### config.mk
export PLATFORM = sky130hd
export DESIGN_NAME = multicycle_alu_flat
export DESIGN_NICKNAME = d
export VERILOG_FILES = /design/src/rtl/multicycle_alu_if.sv /design/src/rtl/multicycle_alu.sv /design/src/flat_wrapper.sv
export SDC_FILE = /design/constraint.sdc
export NUM_CORES = 1
export LEC_CHECK = 0
export CELL_PAD_IN_SITES_DETAIL_PLACEMENT = 0
export CELL_PAD_IN_SITES_GLOBAL_PLACEMENT = 1
export CORE_MARGIN = 3
export CORE_UTILIZATION = 45
export DETAILED_ROUTE_END_ITERATION = 7
export PLACE_DENSITY = 0.92
export SKIP_LAST_GASP = 1
export SLEW_MARGIN = 15
export SYNTH_ARGS = -nofsm -noshare
export SYNTH_HDL_FRONTEND = slang
export SYNTH_SLANG_ARGS = --single-unit
### constraint.sdc
create_clock -name clk -period 5.1 [get_ports clk]
set_clock_uncertainty 0.05 [all_clocks]
set_input_delay 0.765 -clock clk [delete_from_list [all_inputs] [get_ports clk]]
set_output_delay 0.765 -clock clk [all_outputs]
set_load 0.01 [all_outputs]
### src/rtl/multicycle_alu_if.sv
// Request/result bundle for multicycle_alu. The master issues operations and the
// slave (the ALU) returns status, the result and the flags.
interface multicycle_alu_if #(
  parameter int WIDTH = 32
);
  logic             i_start;
  logic [2:0]       i_op;
  logic             i_dir;
  logic             i_cin;
  logic [WIDTH-1:0] i_a;
  logic [WIDTH-1:0] i_b;
  logic             o_busy;
  logic             o_done;
  logic [WIDTH-1:0] o_res;
  logic             o_carry_f;
  logic             o_zero_f;
  logic             o_neg_f;

  modport master (
    output i_start, i_op, i_dir, i_cin, i_a, i_b,
    input  o_busy, o_done, o_res, o_carry_f, o_zero_f, o_neg_f
  );

  modport slave (
    input  i_start, i_op, i_dir, i_cin, i_a, i_b,
    output o_busy, o_done, o_res, o_carry_f, o_zero_f, o_neg_f
  );
endinterface

### src/rtl/multicycle_alu.sv
// Multicycle ALU. Single-cycle ops finish through DONE, shifts step one bit per
// cycle and MUL runs a WIDTH-cycle shift-add. The result and flags are registered.
module multicycle_alu #(
  parameter int WIDTH = 32,
  parameter int SHW   = 5
) (
  input  logic           clk,
  input  logic           rst_n,
  multicycle_alu_if.slave bus
);
  localparam logic [2:0] OP_ADD  = 3'b000;
  localparam logic [2:0] OP_COMP = 3'b001;
  localparam logic [2:0] OP_AND  = 3'b010;
  localparam logic [2:0] OP_XOR  = 3'b011;
  localparam logic [2:0] OP_SHL  = 3'b100;
  localparam logic [2:0] OP_SHA  = 3'b101;
  localparam logic [2:0] OP_MUL  = 3'b110;
  localparam logic [2:0] OP_PASS = 3'b111;

  localparam logic [SHW:0] CNT_MUL = (SHW+1)'(WIDTH);
  localparam logic [SHW:0] CNT_ONE = (SHW+1)'(1);

  typedef enum logic [1:0] {IDLE, SHIFT, MUL, DONE} state_t;

  state_t           r_state;
  state_t           w_next;
  logic [2:0]       r_op;
  logic             r_dir;
  logic             r_cin;
  logic [WIDTH-1:0] r_a;
  logic [WIDTH-1:0] r_b;
  logic [WIDTH-1:0] r_hi;
  logic [SHW:0]     r_cnt;
  logic [WIDTH-1:0] r_res;
  logic             r_done;
  logic             r_carry;
  logic             r_zero;
  logic             r_neg;

  logic             w_busy;
  logic [SHW-1:0]   w_amt;
  logic             w_is_shift;
  logic [WIDTH:0]   w_sum;
  logic [WIDTH:0]   w_mul_sum;
  logic [WIDTH-1:0] w_shifted;
  logic [WIDTH-1:0] w_result;
  logic             w_carry_new;

  assign w_amt      = bus.i_b[SHW-1:0];
  assign w_is_shift = (bus.i_op == OP_SHL) || (bus.i_op == OP_SHA);

  always_ff @(posedge clk or negedge rst_n) begin
    if (!rst_n) begin
      r_state <= IDLE;
    end else begin
      r_state <= w_next;
    end
  end

  // A zero shift amount has nothing to iterate, so it goes straight to DONE.
  always_comb begin
    w_next = r_state;
    case (r_state)
      IDLE: begin
        if (bus.i_start) begin
          if (bus.i_op == OP_MUL) begin
            w_next = MUL;
          end else if (w_is_shift && (w_amt != '0)) begin
            w_next = SHIFT;
          end else begin
            w_next = DONE;
          end
        end
      end
      SHIFT:   if (r_cnt == CNT_ONE) w_next = DONE;
      MUL:     if (r_cnt == CNT_ONE) w_next = DONE;
      DONE:    w_next = IDLE;
      default: w_next = IDLE;
    endcase
  end

  always_comb begin
    w_busy = (r_state != IDLE);
  end

  // Multiplier bits shift out of r_b's LSB while product bits shift in at its MSB.
  always_comb begin
    w_sum     = {1'b0, r_a} + {1'b0, r_b} + {{WIDTH{1'b0}}, r_cin};
    w_mul_sum = {1'b0, r_hi} + (r_b[0] ? {1'b0, r_a} : '0);
    case (r_op)
      OP_SHL:  w_shifted = r_dir ? {1'b0, r_a[WIDTH-1:1]} : {r_a[WIDTH-2:0], 1'b0};
      OP_SHA:  w_shifted = {r_a[WIDTH-1], r_a[WIDTH-1:1]};
      default: w_shifted = r_a;
    endcase
  end

  always_comb begin
    w_result    = r_a;
    w_carry_new = 1'b0;
    case (r_op)
      OP_ADD: begin
        w_result    = w_sum[WIDTH-1:0];
        w_carry_new = w_sum[WIDTH];
      end
      OP_COMP: w_result = ~r_b + 1'b1;
      OP_AND:  w_result = r_a & r_b;
      OP_XOR:  w_result = r_a ^ r_b;
      OP_SHL:  w_result = r_a;
      OP_SHA:  w_result = r_a;
      OP_MUL: begin
        w_result    = r_b;
        w_carry_new = |r_hi;
      end
      OP_PASS: w_result = r_a;
      default: w_result = r_a;
    endcase
  end

  // Operands are captured only at acceptance, so later input activity cannot leak in.
  always_ff @(posedge clk or negedge rst_n) begin
    if (!rst_n) begin
      r_op    <= '0;
      r_dir   <= 1'b0;
      r_cin   <= 1'b0;
      r_a     <= '0;
      r_b     <= '0;
      r_hi    <= '0;
      r_cnt   <= '0;
      r_res   <= '0;
      r_done  <= 1'b0;
      r_carry <= 1'b0;
      r_zero  <= 1'b0;
      r_neg   <= 1'b0;
    end else begin
      r_done <= 1'b0;
      case (r_state)
        IDLE: begin
          if (bus.i_start) begin
            r_op  <= bus.i_op;
            r_dir <= bus.i_dir;
            r_cin <= bus.i_cin;
            r_a   <= bus.i_a;
            r_b   <= bus.i_b;
            r_hi  <= '0;
            r_cnt <= (bus.i_op == OP_MUL) ? CNT_MUL : {1'b0, w_amt};
          end
        end
        SHIFT: begin
          r_a   <= w_shifted;
          r_cnt <= r_cnt - CNT_ONE;
        end
        MUL: begin
          r_hi  <= w_mul_sum[WIDTH:1];
          r_b   <= {w_mul_sum[0], r_b[WIDTH-1:1]};
          r_cnt <= r_cnt - CNT_ONE;
        end
        DONE: begin
          r_res  <= w_result;
          r_zero <= (w_result == '0);
          r_neg  <= w_result[WIDTH-1];
          if ((r_op == OP_ADD) || (r_op == OP_MUL)) begin
            r_carry <= w_carry_new;
          end
          r_done <= 1'b1;
        end
        default: ;
      endcase
    end
  end

  assign bus.o_busy    = w_busy;
  assign bus.o_done    = r_done;
  assign bus.o_res     = r_res;
  assign bus.o_carry_f = r_carry;
  assign bus.o_zero_f  = r_zero;
  assign bus.o_neg_f   = r_neg;
endmodule
### src/flat_wrapper.sv
// flat-port wrapper written by rule: the top's interface ports become plain ports
module multicycle_alu_flat 
#(
  parameter int WIDTH = 32,
  parameter int SHW   = 5
)
  (clk, rst_n, bus_i_start, bus_i_op, bus_i_dir, bus_i_cin, bus_i_a, bus_i_b, bus_o_busy, bus_o_done, bus_o_res, bus_o_carry_f, bus_o_zero_f, bus_o_neg_f);
  multicycle_alu_if #(.WIDTH(WIDTH)) bus_i ();
  input  logic clk;
  input  logic rst_n;
  input wire logic [$bits(bus_i.i_start)-1:0] bus_i_start;
  input wire logic [$bits(bus_i.i_op)-1:0] bus_i_op;
  input wire logic [$bits(bus_i.i_dir)-1:0] bus_i_dir;
  input wire logic [$bits(bus_i.i_cin)-1:0] bus_i_cin;
  input wire logic [$bits(bus_i.i_a)-1:0] bus_i_a;
  input wire logic [$bits(bus_i.i_b)-1:0] bus_i_b;
  output wire logic [$bits(bus_i.o_busy)-1:0] bus_o_busy;
  output wire logic [$bits(bus_i.o_done)-1:0] bus_o_done;
  output wire logic [$bits(bus_i.o_res)-1:0] bus_o_res;
  output wire logic [$bits(bus_i.o_carry_f)-1:0] bus_o_carry_f;
  output wire logic [$bits(bus_i.o_zero_f)-1:0] bus_o_zero_f;
  output wire logic [$bits(bus_i.o_neg_f)-1:0] bus_o_neg_f;
  assign bus_i.i_start = bus_i_start;
  assign bus_i.i_op = bus_i_op;
  assign bus_i.i_dir = bus_i_dir;
  assign bus_i.i_cin = bus_i_cin;
  assign bus_i.i_a = bus_i_a;
  assign bus_i.i_b = bus_i_b;
  assign bus_o_busy = bus_i.o_busy;
  assign bus_o_done = bus_i.o_done;
  assign bus_o_res = bus_i.o_res;
  assign bus_o_carry_f = bus_i.o_carry_f;
  assign bus_o_zero_f = bus_i.o_zero_f;
  assign bus_o_neg_f = bus_i.o_neg_f;
  multicycle_alu #(.WIDTH(WIDTH), .SHW(SHW)) u_core (.clk(clk), .rst_n(rst_n), .bus(bus_i));
endmodule
==> run_results.csv, run 1 <==
group,metric,value,unit
outcome,outcome,"complete, no violations",
logic_synthesis,synth-async-reset-ratio,1.00,
logic_synthesis,synth_top_family_by_area,"compound AO/OA/AOI/OAI gates",
timing,fmax,0.230,GHz
logic_synthesis,postSynthAreaPerCell,8.11,um^2
logic_synthesis,syn-num-nets,1663,
clocking,ctsHtreeMaxLevel,4,
clocking,clockBufferDepth,2,
placed_design,place_congestion,0.958,
die,fp.dieW,171,um
worst_setup_path,arrival,4660,ps
logic_synthesis,synth_xor_area_frac,0.0449,
logic_synthesis,ys_seq_elements,144,
logic_synthesis,synth_enable_flop_cells,0,
logic_synthesis,ys_seq_area_frac,0.293,
placed_design,dp_hpwl,27.8,mm
die,dieArea,29300,um^2
clocking,post_cts_resized,0,
timing,finalSetupViolCount,0,
worst_setup_path,worstPathCellList,"inv_1, fa_1, inv_1, fa_1, a21oi_1, o211ai_1, a21oi_1, o31a_1, a221oi_1, o41a_1, o211ai_1, nor4_1, nand4_1, o21ai_1",
worst_setup_path,cpMaxStageDelayCell,"dfrtp_1",
detailed_routing,routed_wl,38.0,mm
die,die_h,171,um
pwr,power_switching,0.00565,W
pwr,ir_drop,446,uV
logic_synthesis,synth_top_cells_by_area,"dfrtp_1, mux2i_1, o21ai_0, ha_1, nand2_1",
pwr,power_frac_seq,0.232,
clocking,cts_tree,"yes",
timing,worst_slack,749,ps
cells_and_area,nets,1705,
detailed_routing,drt_iter0_drc,1085,
cells_and_area,layout_commonest_cell,"nand2_1",
logic_synthesis,synthAdderAreaFrac,0.0771,
cells_and_area,antenna_cells,0,
detailed_routing,drc,0,
global_route,grt_pass1_wl,61.1,mm
logic_synthesis,syn_inst,1517,
logic_synthesis,synth.distinct_cells,81,
global_route,grt_antenna_before_repair,0,
min_path,min_path_type,"in2async",
clocking,cts_hold_buf,0,
worst_setup_path,cp_max_fo,21,
logic_synthesis,netlist.area_leader.share,0.293,
die,initial_core_util,0.465,
clocking,clk_pin_slew,70,ps
logic_synthesis,synth_top_area_cell,"dfrtp_1",
clocking,post_cts_buffers,0,
timing,tightest_slew,1220,ps
clocking,clock_sinks,144,
logic_synthesis,synth_warnings,0,
detailed_routing,num_vias,11900,
global_route,grt_max_degree,69,
worst_setup_path,cp-end-kind,"flip-flop",
pwr,swShare,0.513,
timing,slew_headroom,0.185,
global_route,overflow,0,
timing,period_share,0.853,
flow_run,cap_violations,0,
worst_setup_path,startpoint_type,"flip-flop",
detailed_routing,via_per_inst,6.23,
timing,rsz0062_at_grt,"false",
global_route,grtUsageTotal,0.260,
logic_synthesis,ys.flop_type,"dfrtp_1",
die,pin_count,109,
detailed_routing,ant_nets,0,
clocking,cts_root_buf,"clkbuf_16",
logic_synthesis,syn_area,12300,um^2
timing,hold_viol,0,
placed_design,pre_cts_ws,835,ps
worst_setup_path,crit_path_max_incr_delay,740,ps
cells_and_area,most-common-layout-cells,"nand2_1, o21ai_0, dfrtp_1",
timing,period_needed,4350,ps
detailed_routing,dr.pass1.iters,5,
logic_synthesis,muxShareOfSynthArea,0.0941,
cells_and_area,fillers,2442,
timing,slew_violations,0,
cells_and_area,area_growth,15.2,%
pwr,p_leak,6.20,nW
logic_synthesis,synth_simple_gate_area_frac,0.205,
worst_setup_path,cp.required,5410,ps
detailed_routing,wl_per_cell,20.0,um
die,rows,59,
global_route,grt_pass1_vias,11300,
timing,setup_tns,0,ps
worst_setup_path,critical_path_class,"reg2reg",
pwr,p_int,0.00536,W
die,coreArea,26400,um^2
pwr,clkPwrFrac,0.119,
pwr,powerDensity,778,nW/um^2
clocking,clock_latency,440,ps
clocking,numCtsBuffers,17,
pwr,p_comb_frac,0.649,
cells_and_area,drive_above_1_share,0.0579,
logic_synthesis,synth_compound_area_frac,0.242,
pwr,total_power,0.0110,W
placed_design,numPortBuffers,108,
==> cells by family (layout without fill, tap and decap cells) <==
group	Yosys count	after routing
simple gates	514	514
compound gates	473	473
flops	144	144
buf+inv	135	189
mux	114	114
fa+ha+maj	74	74
xor+xnor	63	63
==> synth_stat cells, drive strengths merged, types with 16 or more instances <==
cell / instances
a21o: 32
a21oi: 92
and2: 37
clkbuf: 88
dfrtp: 144
ha: 71
inv: 32
mux2i: 101
nand2: 207
nand3: 31
nand4: 20
nor2: 90
nor3: 34
nor4: 18
o211ai: 16
o21ai: 188
xnor2: 31
xor2: 32
==> layer usage <==
metal	part of all wire	GRT usage	vias up
met5	0	0	-
met4	0.041	0.109	0
met3	0.056	0.0338	95
met2	0.46	0.417	468
met1	0.44	0.355	5686
li1	-	-	5628
==> sequential cells by signal (all words and copies together), names as in the netlist <==
signal / cells
u_core.bus.o_res: 32
u_core.r_a: 32
u_core.r_b: 32
u_core.r_hi: 32
u_core.r_cnt: 6
u_core.r_op: 3
u_core.r_state: 2
u_core.bus.o_carry_f: 1
u_core.bus.o_done: 1
u_core.bus.o_zero_f: 1
u_core.r_cin: 1
u_core.r_dir: 1
==> stage by stage <==
stage	hold slack (ps)	area, um^2	std cells	util
floorplan	419	12300	1517	-
global placement	435	13600	1875	0.513
detailed placement	447	13600	1875	0.513
CTS	302	14200	1906	0.536
global route	318	14200	1906	0.536
finish	269	14200	1906	0.536
==> power by group through the flow <==
stage / registers, W / logic, W / clock network (W)
CTS: 0.00253 / 0.00709 / 0.00133
floorplan: 0.00219 / 0.00532 / 0
global route: 0.00263 / 0.00796 / 0.00136
global placement: 0.00254 / 0.00695 / 0
detailed placement: 0.00255 / 0.00705 / 0
finish: 0.00255 / 0.00715 / 0.00131
==> worst max-delay path: cells and delay by family, from the launching register on <==
family	cells	cell delay, ps
flops	1	740
fa+ha+maj	2	680
simple gates	2	530
buf+inv	2	270
compound gates	8	1990
==> worst paths after layout <==
kind                                     start  cells past startpoint                    to  slack [ps]
setup / recovery                 u_core.r_b[0]                     14   u_core.bus.o_zero_f         750
hold / removal                           rst_n                      1       u_core.r_cnt[0]         270
setup reg to reg                 u_core.r_b[0]                     14   u_core.bus.o_zero_f         750
hold reg to reg            u_core.bus.o_res[1]                      2   u_core.bus.o_res[1]         450
max in group asynchronous                rst_n                      2  u_core.bus.o_res[12]        3660
min in group clk           u_core.bus.o_res[1]                      2   u_core.bus.o_res[1]         450
==> cell type report <==
type | instances | area, um^2 | area share
Inverter | 32 | 120 | 0.00848
Clock inverter | 11 | 129 | 0.00910
Clock buffer | 20 | 467 | 0.0330
Tap cell | 335 | 419 | 0.0296
Multi-Input combinational cell | 1238 | 8210 | 0.579
Sequential cell | 144 | 3600 | 0.255
Timing Repair Buffer | 126 | 1220 | 0.0860
Power figures use the tool's default switching activity.
==> run 2: changes to the inputs <==
--- a/config.mk
+++ b/config.mk
@@ -5,6 +5,7 @@
 export SDC_FILE = /design/constraint.sdc
 export NUM_CORES = 1
 export LEC_CHECK = 0
+export CAP_MARGIN = 20
 export CELL_PAD_IN_SITES_DETAIL_PLACEMENT = 0
 export CELL_PAD_IN_SITES_GLOBAL_PLACEMENT = 1
 export CORE_MARGIN = 3
==> run_results.csv, run 2 (synthesis results as in run 1) <==
group,metric,value,unit
outcome,outcome,"complete, no violations",
clocking,clockBufferDepth,2,
worst_setup_path,cp.required,5410,ps
cells_and_area,drive_above_1_share,0.0591,
clocking,post_cts_buffers,0,
clocking,cts_tree,"yes",
worst_setup_path,reg2reg_depth,14,
die,dieArea,29300,um^2
die,rows,59,
worst_setup_path,cp-end-kind,"flip-flop",
die,initial_core_util,0.465,
worst_setup_path,startpoint_type,"flip-flop",
worst_setup_path,rrSetupSlack,740,ps
timing,hold_viol,0,
cells_and_area,antenna_cells,0,
timing,slew_violations,0,
clocking,cts_hold_buf,0,
global_route,grt_max_degree,69,
worst_setup_path,arrival,4670,ps
cells_and_area,layout_commonest_cell,"nand2_1",
cells_and_area,final_cells,1908,
cells_and_area,area_growth,15.5,%
min_path,min_path_type,"in2async",
pwr,powerDensity,778,nW/um^2
clocking,clock_sinks,144,
flow_run,cap_violations,0,
worst_setup_path,r2r_start,"u_core.r_b[0]",
cells_and_area,most-common-layout-cells,"nand2_1, o21ai_0, dfrtp_1",
global_route,grtUsageTotal,0.260,
timing,slew_headroom,0.239,
die,pin_count,109,
detailed_routing,via_per_inst,6.23,
detailed_routing,wl_per_cell,20.0,um
clocking,cts_root_buf,"clkbuf_16",
global_route,grt_antenna_before_repair,0,
worst_setup_path,setup.worst_path.start,"u_core.r_b[0]",
clocking,clk_pin_slew,70,ps
clocking,clock_latency,440,ps
placed_design,dp_hpwl,27.8,mm
clocking,post_cts_resized,0,
detailed_routing,drt_iter0_drc,979,
placed_design,numPortBuffers,108,
detailed_routing,routed_wl,38.1,mm
worst_setup_path,reg2reg_to,"u_core.bus.o_zero_f",
die,die_h,171,um
detailed_routing,num_vias,11900,
die,coreArea,26400,um^2
cells_and_area,fin_util,0.537,
global_route,overflow,0,
worst_setup_path,cp_max_fo,21,
detailed_routing,dr.pass1.iters,8,
detailed_routing,drc,0,
pwr,p_leak,6.21,nW
placed_design,place_congestion,0.958,
detailed_routing,ant_nets,0,
placed_design,dpl.cell_count,1875,
timing,period_share,0.856,
worst_setup_path,critical_path_class,"reg2reg",
cells_and_area,nets,1707,
pwr,ir_drop,445,uV
die,fp.dieW,171,um
timing,fmax,0.229,GHz
timing,finalSetupViolCount,0,
global_route,grt_pass1_vias,11300,
timing,setup_tns,0,ps
clocking,ctsHtreeMaxLevel,4,
global_route,grt_pass1_wl,61.1,mm
timing,tightest_slew,1140,ps
timing,rsz0062_at_grt,"false",
clocking,numCtsBuffers,17,
timing,period_needed,4360,ps
[run 2: cell types whose count changed in the layout (fill, tap and decap cells not counted)]
| cell | previous run | this run |
|---|---|---|
| buf_8 | 0 | 1 |
| buf_12 | 0 | 1 |
[run 2: worst max-delay path: stages (launching register included)]
cell and delay (ps):
dfrtp_1 740, inv_1 190, fa_1 470, inv_1 80, fa_1 200, a21oi_1 130, o211ai_1 470, a21oi_1 250
o31a_1 390, a221oi_1 310, o41a_1 230, o211ai_1 110, nor4_1 420, nand4_1 120, o21ai_1 100
[run 2: layout make-up]
class | count | area, um^2
clock buffer | 20 | 467
clock inverter | 11 | 129
fill | 2438 | 12200
inverter | 32 | 120
multi-input combinational | 1238 | 8210
sequential | 144 | 3600
tap | 335 | 419
timing repair buffer | 128 | 1250
[run 2: stage by stage]
step | setup slack [ps] | hold slack, ps | cell area, um^2 | power, W
CTS | 820 | 302 | 14200 | 0.0109
floorplan | 1530 | 419 | 12300 | 0.00751
global route | 406 | 318 | 14200 | 0.0120
finish | 736 | 270 | 14200 | 0.0110
detailed placement | 835 | 447 | 13600 | 0.00960
global placement | 1040 | 435 | 13600 | 0.00948
[run 2: worst max path at each step]
stage,endpoint,cells past startpoint
finish,u_core.bus.o_zero_f,14
global route,u_core.r_hi[25],13
CTS,u_core.r_hi[28],13
detailed placement,u_core.r_hi[28],13
global placement,u_core.bus.o_zero_f,14
floorplan,u_core.bus.o_zero_f,16
[run 2: per-layer routing]
metal  up-vias  global-route usage  routed length, um
met3       100              0.0338               2170
met1      5669               0.355              16700
met4         0               0.109               1620
met5         -                   0                  0
met2       470               0.417              17600
li1       5653                   -                  -
[run 2: power breakdown]
group          internal, W  switching (W)
clock network     0.000761       0.000548
logic              0.00294        0.00424
registers          0.00168       0.000879
total              0.00538        0.00567
==> edit 1 (config.mk and constraints of run 1) <==
`SHW` is set to 5 in 2 places; all go to 4.
--- a/src/rtl/multicycle_alu.sv
+++ b/src/rtl/multicycle_alu.sv
@@ -3,5 +3,5 @@
 module multicycle_alu #(
   parameter int WIDTH = 32,
-  parameter int SHW   = 5
+  parameter int SHW   = 4
 ) (
   input  logic           clk,
--- a/src/flat_wrapper.sv
+++ b/src/flat_wrapper.sv
@@ -3,5 +3,5 @@
 #(
   parameter int WIDTH = 32,
-  parameter int SHW   = 5
+  parameter int SHW   = 4
 )
   (clk, rst_n, bus_i_start, bus_i_op, bus_i_dir, bus_i_cin, bus_i_a, bus_i_b, bus_o_busy, bus_o_done, bus_o_res, bus_o_carry_f, bus_o_zero_f, bus_o_neg_f);
Formal check against the unedited RTL: not equivalent (a bounded check fails within 4 cycles, from zero or initial values and one cycle with rst_n low).
==> edit 1 against run 1 <==
- cell area increased by 0.39%
- sequential cell count down 1
- power increased by 0.25%
- worst setup slack improved by 0.041 ns
- routed wire length up 3.0%
- critical path depth unchanged
- die area is 0.57% higher
- area after synthesis grew 0.59%
- via count is 0.63% higher
- sequential share of layout area down 0.27 points
- first-iteration DRC count shrank 6.3%
- combinational power about the same
- highest routed layer unchanged
==> edit 1: results <==
[grt]
grt_pass1_vias = 11470
globalRouteTotalUtil_pct = 26.5
grt_util_met3_pct = 4.16
antenna_found_initial = 0
routing_usage_on_met1_pct = 35.4
grt_first_pass_wirelength_mm = 62.0
met2_usage_pct = 43.1

[drt]
vias_per_cell = 6.17
wl_met1_mm = 16.7
detailroute.via_count = 11952
highest-signal-layer = "met4"
drt_iter0_drc = 1017
met3WireLength_mm = 2.53
wl_mm = 39.2
met2_wirelength_mm = 18.2

[synthesis]
post_synth_num_cell_types = 85
synth_adder_area_share_pct = 7.67
synthXorXnorAreaFrac_pct = 4.53
synth_compound_area_share_pct = 24.3
post_synth_main_area_contributors = "sky130_fd_sc_hd__dfrtp_1 (29%), sky130_fd_sc_hd__o21ai_0 (7.8%), sky130_fd_sc_hd__mux2i_1 (7.5%)"
syn-num-nets = 1694
async_flop_share_pct = 100
post_synth_mux_area_share_pct = 8.98
post_synth_most_frequent_cells = "sky130_fd_sc_hd__nand2_1 (228), sky130_fd_sc_hd__o21ai_0 (194), sky130_fd_sc_hd__dfrtp_1 (143)"
synth_sequential_area_ratio_pct = 28.9
synth_area_per_cell_um2 = 7.99
yosys_most_used_dff = "sky130_fd_sc_hd__dfrtp_1"

[layout]
antenna_cells = 0
post_route_cells_drive_above_1_share_pct = 6.39

[pwr]
power_leakage_uw = 0.00600
worst_ir_drop_vdd_uv = 405

[critical_path]
cpLargestDelayFamily = "simple AND/OR/NAND/NOR gates"
crit_slowest_cell = "sky130_fd_sc_hd__nor4_1"
cp_data_arrival_time_ns = 4.62
critical_path.max_stage_delay_ns = 0.70
r2r_setup_slack_ns = 0.79
cp_max_fo = 16
r2r_cells = 14

[clock_network]
cts_made_buffers = 17
clock_latency_ns = 0.44
cts-htree-levels = 4
largest_buffer_count_on_any_clock_path = 2

[run_status]
outcome = "completed"

[placed_design]
pre_cts_setup_slack_ns = 0.888
detailed_place.area_um2 = 13600
place_hpwl_mm = 28.9
post_place_cells = 1904
gp_routability_congestion = 0.957

[timing]
final.hold.worst_slack_ns = 0.268
actual_transition_at_the_worst_max_transition_pin_ns = 0.983

[min_path]
hold_class = "primary input to async pin"
==> edit 1: power by group <==
part	leakage (uW)	internal [uW]	switching (uW)
Combinational	0.00395	2910	4260
Clock	0.000293	698	588
Sequential	0.00177	1670	928
Total	0.00600	5270	5770
==> edit 1: worst max-delay path by stage <==
stage / startpoint / endpoint / slack [ns] / depth (start not counted)
final: u_core.r_b[0] / u_core.bus.o_zero_f / 0.79 / 14
after global routing: u_core.r_b[0] / u_core.bus.o_zero_f / 0.52 / 14
after CTS: u_core.r_b[0] / u_core.bus.o_zero_f / 0.85 / 14
after detailed placement: u_core.r_b[0] / u_core.bus.o_zero_f / 0.89 / 14
after global placement: u_core.r_b[0] / u_core.bus.o_zero_f / 0.98 / 14
after floorplan: u_core.r_b[0] / u_core.bus.o_zero_f / 1.46 / 16
==> edit 1: layout make-up <==
cell class                 instances  area [um^2]
clock buffer                      17          425
timing repair buffer             129         1250
multi-input combinational       1264         8260
inverter                          27          101
sequential                       143         3580
tap                              341          427
fill                            2549        12700
clock inverter                    15          173
==> edit 2 (flow settings as in run 1) <==
Without the edit above. Reset style: synchronous (`rst_n`), changed in 2 clocked blocks.
--- a/src/rtl/multicycle_alu.sv
+++ b/src/rtl/multicycle_alu.sv
@@ -50,5 +50,5 @@
   assign w_is_shift = (bus.i_op == OP_SHL) || (bus.i_op == OP_SHA);
 
-  always_ff @(posedge clk or negedge rst_n) begin
+  always_ff @(posedge clk) begin
     if (!rst_n) begin
       r_state <= IDLE;
@@ -118,5 +118,5 @@
 
   // Operands are captured only at acceptance, so later input activity cannot leak in.
-  always_ff @(posedge clk or negedge rst_n) begin
+  always_ff @(posedge clk) begin
     if (!rst_n) begin
       r_op    <= '0;
Check against the original RTL: differs if rst_n is asserted again (counterexample within 4 cycles, from zero or initial values and one cycle with rst_n low); with rst_n held inactive, the same outputs for 4 cycles.
==> edit 2 against run 1 <==
- first-iteration DRC count increased by 4.4%
- power decreased by 33%
- cell area decreased by 3.8%
- sequential cell count unchanged
- routed wire length decreased by 1.7%
- area after synthesis decreased by 4.4%
- worst setup slack improved by 0.22 ns
- largest power group unchanged
==> edit 2: results <==
[run_status]
outcome = "completed"

[synthesis]
post_synth_most_frequent_cells = "sky130_fd_sc_hd__nor2_1 (222), sky130_fd_sc_hd__dfxtp_1 (144), sky130_fd_sc_hd__a21oi_1 (126)"
async_flop_share_pct = 0
syn-num-nets = 1687
synth_warnings = 0
post_synth_mux_area_share_pct = 8.38
synth_area_per_cell_um2 = 7.62
synth_compound_area_share_pct = 27.6
synth_sequential_area_ratio_pct = 24.5
post_synth_num_cell_types = 93
post_synth_main_area_contributors = "sky130_fd_sc_hd__dfxtp_1 (25%), sky130_fd_sc_hd__ha_1 (7.6%), sky130_fd_sc_hd__mux2i_1 (7.3%)"
synthXorXnorAreaFrac_pct = 4.32
synth_adder_area_share_pct = 7.90

[drt]
met2_wirelength_mm = 16.7
vias_per_cell = 6.17
drt_iter0_drc = 1133
wl_mm = 37.4
wl_met1_mm = 16.8
detail_route.first_pass.iterations = 7
met3WireLength_mm = 2.27
detailroute.via_count = 11904

[grt]
grt_first_pass_wirelength_mm = 59.8
routing_usage_on_met1_pct = 35.6
met2_usage_pct = 40.6
grt_pass1_vias = 11050
globalRouteTotalUtil_pct = 26.0
grt_util_met3_pct = 3.66
largest_net_degree_at_the_start_of_global_routing = 68

[placed_design]
pre_cts_setup_slack_ns = 1.14
post_place_cells = 1897
io_buffer_count = 108
place_hpwl_mm = 27.3
detailed_place.area_um2 = 13100
gp_routability_congestion = 0.963

[layout]
num-fill-cells = 2453
reg.largest.list = "u_core.r_a x32, u_core.r_b x32, u_core.r_hi x32"
antenna_cells = 0
post_route_cells_drive_above_1_share_pct = 6.69

[clock_network]
clock_latency_ns = 0.44
post_cts.repair.setup_buffers = 0
cts-htree-levels = 4

[critical_path]
crit_slowest_cell = "sky130_fd_sc_hd__o31ai_1"
critical_path.max_stage_delay_ns = 0.61
cp_max_fo = 10
cp_data_arrival_time_ns = 4.46

[min_path]
hold_class = "flop to flop"

[pwr]
power_leakage_uw = 0.00538
worst_ir_drop_vdd_uv = 492
cell_internal_pwr_uw = 3780

[timing]
actual_transition_at_the_worst_max_transition_pin_ns = 1.09
edit 2: cell count changes after synthesis, moves of 35 or more:
cell / before / now
sky130_fd_sc_hd__dfrtp_1: 144 / 0
sky130_fd_sc_hd__dfxtp_1: 0 / 144
sky130_fd_sc_hd__nor2_1: 90 / 222
sky130_fd_sc_hd__o21ai_0: 187 / 68
sky130_fd_sc_hd__a211oi_1: 11 / 102
sky130_fd_sc_hd__nand2_1: 207 / 118
sky130_fd_sc_hd__a21oi_1: 91 / 126
edit 2: layout make-up:
| cell class | instances | area (um^2) | share of cell area [%] |
|---|---|---|---|
| Timing Repair Buffer | 135 | 1280 | 9.42 |
| Clock inverter | 11 | 106 | 0.780 |
| Clock buffer | 21 | 460 | 3.38 |
| Sequential cell | 144 | 2880 | 21.1 |
| Inverter | 33 | 125 | 0.918 |
| Multi-Input combinational cell | 1255 | 8360 | 61.3 |
| Tap cell | 330 | 413 | 3.03 |
edit 2: worst paths after layout:
path,start,cells past startpoint,end,slack (ns)
max,u_core.r_b[0],13,u_core.bus.o_zero_f,0.97
min,u_core.r_cin,2,u_core.r_cin,0.42
max reg2reg,u_core.r_b[0],13,u_core.bus.o_zero_f,0.97
min reg2reg,u_core.r_cin,2,u_core.r_cin,0.42
edit 2: power by group through the flow:
| stage | Sequential (uW) | Clock [uW] | Combinational (uW) |
|---|---|---|---|
| 2_1_floorplan | 1730 | 0 | 3200 |
| 3_3_place_gp | 1950 | 0 | 4070 |
| 3_5_place_dp | 1960 | 0 | 4130 |
| 4_1_cts | 1930 | 1260 | 4150 |
| 5_1_grt | 1990 | 1300 | 4640 |
| 6_report | 1950 | 1250 | 4200 |
